## src/rtl/mem_arb_pkg.sv

```systemverilog
// Shared definitions for the two-master Wishbone memory-port arbiter.
package mem_arb_pkg;

    localparam int ADDR_W         = 32;
    localparam int DATA_W         = 32;
    localparam int SEL_W          = 4;
    localparam int WDT_CYCLES_DEF = 256;

    localparam logic [1:0] ST_IDLE = 2'b00;
    localparam logic [1:0] ST_GNT0 = 2'b01;
    localparam logic [1:0] ST_GNT1 = 2'b10;

    // Encoding doubles as the one-hot grant vector.
    typedef enum logic [1:0] {
        IDLE = ST_IDLE,
        GNT0 = ST_GNT0,
        GNT1 = ST_GNT1
    } arb_state_t;

endpackage

```

## src/rtl/mem_arb_wdt.sv

```systemverilog
// Stall watchdog: counts stb-without-ack cycles and fires on the WDT_CYCLES-th one.
`ifdef MEM_ARB_WDT_EN
module mem_arb_wdt
    import mem_arb_pkg::*;
#(
    parameter int WDT_CYCLES = WDT_CYCLES_DEF
) (
    input  logic clk,
    input  logic rst,
    input  logic clr,
    input  logic cnt_en,
    output logic fire
);

    localparam int CW = $clog2(WDT_CYCLES + 1);

    logic [CW-1:0] cnt;

    assign fire = cnt_en && (cnt == CW'(WDT_CYCLES - 1));

    always_ff @(posedge clk or posedge rst) begin
        if (rst) begin
            cnt <= '0;
        end else if (clr || fire) begin
            cnt <= '0;
        end else if (cnt_en) begin
            cnt <= cnt + CW'(1);
        end
    end

endmodule
`endif

```

## src/rtl/mem_bus_arbiter.sv

```systemverilog
// Two-master Wishbone classic arbiter: one-cycle grant latency, owner keeps the port until it drops cyc.
// Optional stall watchdog (MEM_ARB_WDT_EN) aborts an owner whose stb goes unacked for WDT_CYCLES.
module mem_bus_arbiter
    import mem_arb_pkg::*;
#(
    parameter bit RR_EN      = 1'b1,
    parameter int WDT_CYCLES = WDT_CYCLES_DEF,
    parameter int CNT_W      = 16
) (
    input  logic              clk,
    input  logic              rst,
    input  logic              m0_cyc_i,
    input  logic              m0_stb_i,
    input  logic              m0_we_i,
    input  logic [SEL_W-1:0]  m0_sel_i,
    input  logic [ADDR_W-1:0] m0_addr_i,
    input  logic [DATA_W-1:0] m0_data_i,
    output logic              m0_ack_o,
    output logic              m0_err_o,
    input  logic              m1_cyc_i,
    input  logic              m1_stb_i,
    input  logic              m1_we_i,
    input  logic [SEL_W-1:0]  m1_sel_i,
    input  logic [ADDR_W-1:0] m1_addr_i,
    input  logic [DATA_W-1:0] m1_data_i,
    output logic              m1_ack_o,
    output logic              m1_err_o,
    output logic [DATA_W-1:0] m_data_o,
    output logic              s_cyc_o,
    output logic              s_stb_o,
    output logic              s_we_o,
    output logic [SEL_W-1:0]  s_sel_o,
    output logic [ADDR_W-1:0] s_addr_o,
    output logic [DATA_W-1:0] s_data_o,
    input  logic [DATA_W-1:0] s_data_i,
    input  logic              s_ack_i,
    output logic [1:0]        grant_o,
    output logic [CNT_W-1:0]  m0_xfer_cnt_o,
    output logic [CNT_W-1:0]  m1_xfer_cnt_o
);

    arb_state_t state;
    logic       last_grant;
    logic [1:0] req;
    logic       wdt_fire;

    assign grant_o  = state;
    assign m_data_o = s_data_i;

    always_comb begin
        s_cyc_o  = 1'b0;
        s_stb_o  = 1'b0;
        s_we_o   = 1'b0;
        s_sel_o  = '0;
        s_addr_o = '0;
        s_data_o = '0;
        m0_ack_o = 1'b0;
        m1_ack_o = 1'b0;
        unique case (state)
            GNT0: begin
                s_cyc_o  = m0_cyc_i;
                s_stb_o  = m0_stb_i;
                s_we_o   = m0_we_i;
                s_sel_o  = m0_sel_i;
                s_addr_o = m0_addr_i;
                s_data_o = m0_data_i;
                m0_ack_o = s_ack_i;
            end
            GNT1: begin
                s_cyc_o  = m1_cyc_i;
                s_stb_o  = m1_stb_i;
                s_we_o   = m1_we_i;
                s_sel_o  = m1_sel_i;
                s_addr_o = m1_addr_i;
                s_data_o = m1_data_i;
                m1_ack_o = s_ack_i;
            end
            default: ;
        endcase
    end

    // Grants only leave through IDLE, which gives the mandatory dead cycle between owners.
    always_ff @(posedge clk or posedge rst) begin
        if (rst) begin
            state      <= IDLE;
            last_grant <= 1'b1;
        end else begin
            unique case (state)
                IDLE: begin
                    if (req[0] && req[1]) begin
                        if (RR_EN && !last_grant) begin
                            state      <= GNT1;
                            last_grant <= 1'b1;
                        end else begin
                            state      <= GNT0;
                            last_grant <= 1'b0;
                        end
                    end else if (req[0]) begin
                        state      <= GNT0;
                        last_grant <= 1'b0;
                    end else if (req[1]) begin
                        state      <= GNT1;
                        last_grant <= 1'b1;
                    end
                end
                GNT0: if (!m0_cyc_i || wdt_fire) state <= IDLE;
                GNT1: if (!m1_cyc_i || wdt_fire) state <= IDLE;
                default: state <= IDLE;
            endcase
        end
    end

    always_ff @(posedge clk or posedge rst) begin
        if (rst) begin
            m0_xfer_cnt_o <= '0;
            m1_xfer_cnt_o <= '0;
        end else begin
            if (state == GNT0 && s_stb_o && s_ack_i) m0_xfer_cnt_o <= m0_xfer_cnt_o + CNT_W'(1);
            if (state == GNT1 && s_stb_o && s_ack_i) m1_xfer_cnt_o <= m1_xfer_cnt_o + CNT_W'(1);
        end
    end

`ifdef MEM_ARB_WDT_EN
    logic [1:0] blocked;
    logic       wdt_clr;
    logic       wdt_cnt_en;

    assign wdt_clr    = (state == IDLE) || s_ack_i;
    assign wdt_cnt_en = (state != IDLE) && s_stb_o && !s_ack_i;

    mem_arb_wdt #(
        .WDT_CYCLES (WDT_CYCLES)
    ) u_wdt (
        .clk    (clk),
        .rst    (rst),
        .clr    (wdt_clr),
        .cnt_en (wdt_cnt_en),
        .fire   (wdt_fire)
    );

    assign m0_err_o = wdt_fire && (state == GNT0);
    assign m1_err_o = wdt_fire && (state == GNT1);

    // A faulted master sits out arbitration until it has shown one cycle with cyc low.
    always_ff @(posedge clk or posedge rst) begin
        if (rst) begin
            blocked <= 2'b00;
        end else begin
            if (m0_err_o)       blocked[0] <= 1'b1;
            else if (!m0_cyc_i) blocked[0] <= 1'b0;
            if (m1_err_o)       blocked[1] <= 1'b1;
            else if (!m1_cyc_i) blocked[1] <= 1'b0;
        end
    end

    assign req = {m1_cyc_i && !blocked[1], m0_cyc_i && !blocked[0]};
`else
    assign wdt_fire = 1'b0;
    assign m0_err_o = 1'b0;
    assign m1_err_o = 1'b0;
    assign req      = {m1_cyc_i, m0_cyc_i};
`endif

endmodule

```

## config.mk

```make
export PLATFORM = sky130hd
export DESIGN_NAME = mem_bus_arbiter
export DESIGN_NICKNAME = d
export VERILOG_FILES = /design/src/rtl/mem_arb_pkg.sv /design/src/rtl/mem_arb_wdt.sv /design/src/rtl/mem_bus_arbiter.sv
export SDC_FILE = /design/constraint.sdc
export NUM_CORES = 1
export LEC_CHECK = 0
export ABC_AREA = 1
export BUFFER_PORTS_ARGS = -buffer_cell sky130_fd_sc_hd__buf_4
export CAP_MARGIN = 20
export CELL_PAD_IN_SITES_DETAIL_PLACEMENT = 1
export CELL_PAD_IN_SITES_GLOBAL_PLACEMENT = 1
export CORE_MARGIN = 1.5
export CORE_UTILIZATION = 20
export DETAILED_ROUTE_END_ITERATION = 8
export PLACE_DENSITY = 0.8
export SLEW_MARGIN = 10
export SYNTH_ARGS = -nofsm -noshare
export SYNTH_HDL_FRONTEND = slang
export SYNTH_SLANG_ARGS = --single-unit
```

## constraint.sdc

```tcl
create_clock -name clk -period 1.6 [get_ports clk]
set_input_delay 0.48 -clock clk [delete_from_list [all_inputs] [get_ports clk]]
set_output_delay 0.48 -clock clk [all_outputs]
set_load 0.02 [all_outputs]
```

* Yosys cells after proc, flatten, opt, wreduce, memory -nomap -nowiden
Index checks and enable logic that the tools add are counted.
** Word-level totals
- Logic and storage cells :: 39
- Register bits after elaboration :: 35
- Output and inout port bits :: 141
- Bits of input ports :: 177
** Cells by class
- Reduce and logical (&&, ||, !) cells :: 9
- Equality and inequality tests :: 5
- Multiplexer cells :: 19
- Add/sub/neg operators :: 2
** Operators with widths (number)
- one-hot mux 32 bit (2 select lines) :: 2
- adder 16 x 1 -> 16 bit (second input constant) :: 2
- 2-to-1 mux 2 bit :: 6
- one-hot mux 4 bit (2 select lines) :: 1
- 2-to-1 mux 1 bit :: 6
- one-hot mux 1 bit (2 select lines) :: 3
- one-hot mux 2 bit (3 select lines) :: 1
- logical AND 1 bit :: 5
- inequality test 2 bit (second input constant) :: 2
- inequality test 4 bit (second input constant) :: 1
- AND reduction 3 bit :: 1
- nonzero test 3 bit :: 1
- equality test 2 x 1 -> 1 bit (second input constant) :: 1
- equality test 2 bit (second input constant) :: 1
- zero test 2 bit :: 1
- AND reduction 2 bit :: 1

* Depth between registers and ports, before layout
- Depth after elaboration :: 4
- Mapped depth :: 11
- Depth with buffers taken out :: 9

* Worst setup path before layout
Ideal clock, no wire load.
- Path type :: register to output
- Start :: register state[1], in the netlist grant_o[1]
- End :: output s_addr_o[9]
- Stages on the path, launching flop included :: 8
- Buffers on the path :: 3
- Setup slack :: -0.502 ns
- Data arrival time :: 1.622 ns
- Required time :: 1.120 ns
- Path through :: dfrtp_1 inv_1 ha_1 buf_4 buf_2 buf_2 nand2_1 a21oi_1
** On the way
- Cells in the longest elaborated chain, start to end :: 2
- Elaborated cells on any way between the ends :: 3
- Classes of those cells :: eq/ne (2); mux (1)
** Ends and longest elaborated chain
- start, declared :: line mem_bus_arbiter.sv:42 : arb_state_t state;
- start signal, assigned :: line mem_bus_arbiter.sv:85 : state <= IDLE;
- start signal, assigned :: line mem_bus_arbiter.sv:92 : state <= GNT1;
- start signal, assigned :: line mem_bus_arbiter.sv:95 : state <= GNT0;
- equality test 2 bit / equality test 2 x 1 -> 1 bit (equally long branches) :: line mem_bus_arbiter.sv:59 : unique case (state)
- one-hot mux 32 bit (2 select lines) * :: line mem_bus_arbiter.sv:59
- end, declared :: line mem_bus_arbiter.sv:33 : output logic [ADDR_W-1:0] s_addr_o,
Mark *: on every way between the ends. The rest lies on a longest branch, timed or not.

* Final worst setup path
- Start :: register state[1], in the netlist grant_o[1]
- End :: output s_data_o[11]
** On the way
- Cells in the longest elaborated chain, start to end :: 2
- Elaborated cells on any way between the ends :: 3
- Classes of those cells :: eq/ne (2); mux (1)
** Ends and longest elaborated chain
- equality test 2 bit / equality test 2 x 1 -> 1 bit (equally long branches) :: line mem_bus_arbiter.sv:59
- one-hot mux 32 bit (2 select lines) * :: line mem_bus_arbiter.sv:59
- end, declared :: line mem_bus_arbiter.sv:34 : output logic [DATA_W-1:0] s_data_o,
Marked as above.

==> out/qor.yml <==
status: "complete, but fails checks"
violations: "setup timing"
initial_core_util: 0.206
min_period_ps: 2180
synthDistinctLibCells: 24
wl_per_cell_um: 19.0
cts_buffer_depth: 2
cts_tree: "done"
avgSynthCellArea_um2: 5.96
synth_top_area_cell: "nand2_1"
grt-ovfl-total: 0
setup_tns_ps: -41830
ys_ff_latch: 35
dieArea_um2: 17200
synth-warning-count: 0
final_nets: 979
p_per_area_nw_per_um2: 1620
drt_wl_total_um: 19300
insertion_delay_ps: 290
setup_violations: 105
portBuffers: 251
peakVddDrop_mv: 0.703
cp.required_ps: 1120
drive_above_1_share: 0.604
drc: 0
hold_viol_final: 0
place_congestion: 0.836
grt_max_degree: 36
synthCells: 551
fmax_ghz: 0.460
area_delta_synth_final_pct: 128
critPathLaunchType: "flip-flop"
via_count: 4696
dr.pass1.iters: 4
final_util: 0.470
critPathKind: "reg -> out"
htreeDepth: 2
numCtsBuffers: 5
n_antenna_cell: 0
dp_hpwl_um: 13300
coreArea_um2: 15900
worst_slack_ps: -576
syn-cell-area_um2: 3280
end_kind: "primary output"
p_leak_nw: 3.37
rows: 46
rsz0062_at_grt: "yes"
holdCritPathClass: "in -> async"
fp.dieW_um: 131
ant_nets: 0
cts.clk_slew.worst_paths_ps: 60
antenna_found_initial: 1
arrival_ps: 1700
cts.sinks: 35
dr.first_iter.drc_count: 100
yosys-top-cells-area: "nand2_1 29%, dfrtp_1 26%, a21oi_1 11%"
slew_violations: 0
clock_skew_ps: 5.36
yosysSeqAreaShare: 0.267
io_pins: 318
post-synth-top-area-fraction: 0.294
cts_root_buf: "clkbuf_16"
cp_max_fo: 23
cap_violations: 0
grtUsageTotal: 0.216
final.period_utilization: 1.36
vias_per_cell: 4.63
preCtsSetupSlack_ps: -315
cts.hold.buffers_added: 0
die_h_um: 131
grt_pass1_wl_um: 29000
first_global_vias: 4959
[layer usage]
layer  track usage  part of all wire  up-vias  routed length [um]
met5             0           0.00073        -                  14
met4        0.0712             0.038        2                 726
met3        0.0687             0.074       40                1430
met2         0.395              0.52      204               10100
met1         0.233              0.36     2260                7000
li1              -                 -     2190                   -
[worst max-delay path, stage by stage, from the launching register on]
cell and delay [ps]:
dfrtp_2 420, inv_2 100, ha_4 220, buf_12 190, nand2_1 150, a21oi_4 170
buf_6 140
[state kept, by name, summed over array words and instances (netlist names)]
name / cells
m1_xfer_cnt_o: 16
m0_xfer_cnt_o: 16
grant_o: 2
last_grant: 1
[logic make-up after synthesis]
logic type | Yosys count | synth area share
adders and majority gates | 5 | 0.0190
other | 1 | 0.00114
buffers and inverters | 95 | 0.161
xor gates and xnor gates | 6 | 0.0160
and+or+nand+nor | 326 | 0.408
AOI/OAI and AO/OA | 83 | 0.127
DFF | 35 | 0.267
[power breakdown]
part           total (W)  switching, W  leakage [nW]  internal, W
combinational    0.00987       0.00551          2.82      0.00436
sequential       0.00110     0.0000997         0.471     0.000997
clock            0.00117      0.000393        0.0868     0.000775
total             0.0121       0.00600          3.37      0.00613
[layout make-up]
class,instances,area [um2]
fillers,1903,8450
multi-input cells,422,3090
repair buffers,295,2860
flip-flops and latches,35,880
well taps,216,270
inverters,34,168
clock buffers,6,139
repair inverters,4,55.1
clock inverters,2,35.0
[metrics by stage]
step,hold slack [ps],power [W],std cells,cell area [um2]
3_5_place_dp,494,0.00879,988,6230
3_3_place_gp,488,0.00869,988,6230
4_1_cts,252,0.0118,1011,7110
2_1_floorplan,477,0.00683,552,4360
6_report,246,0.0121,1014,7490
5_1_grt,269,0.0127,1014,7490
[worst paths after layout]
check,startpoint,end,slack (ps),cells after the start
hold reg to reg,last_grant,last_grant,500,2
min in group clk,last_grant,last_grant,500,2
setup reg to reg,grant_o[0],m1_xfer_cnt_o[11],-200,12
hold / removal,rst,m1_xfer_cnt_o[9],250,3
max in group asynchronous,rst,last_grant,1110,3
setup / recovery,grant_o[1],s_data_o[11],-580,6
[placed cells by master, fill, tap and decap left out, types with 4 or more instances in the layout]
master	instances
nand2_1	179
clkinv_8	4
nand3_1	4
a21oi_4	69
o21ai_1	4
buf_16	7
nand2_4	33
nor2_1	36
buf_12	15
buf_4	199
inv_1	25
xor2_1	5
clkbuf_16	7
dfrtp_1	32
buf_6	70
nand3b_1	13
o21ai_2	5
nand2_2	48
nand4_1	9
inv_4	4
[cells in the mapped netlist]
library cell,count
inv_2,4
nand2_1,257
buf_6,4
clkbuf_1,17
buf_4,36
conb_1,1
nand3_1,5
o21ai_0,12
nand4_1,9
a21oi_1,70
nand2_2,2
dfrtp_1,34
xor2_1,5
dfstp_2,1
nor2_1,37
o31ai_1,1
nand3b_1,13
inv_4,1
inv_1,29
nand2_4,1
nand3_4,2
xnor2_1,1
buf_2,4
ha_1,5
[timing repair]
action	4_1_cts	5_1_grt
cloned	10	3
setup endpoints to repair	107	107
pin swaps	9	38
endpoints found under the hold margin	0	0
setup buffers	5	2
resized for setup	119	102
Note: power is estimated with default switching activity, not from simulation.
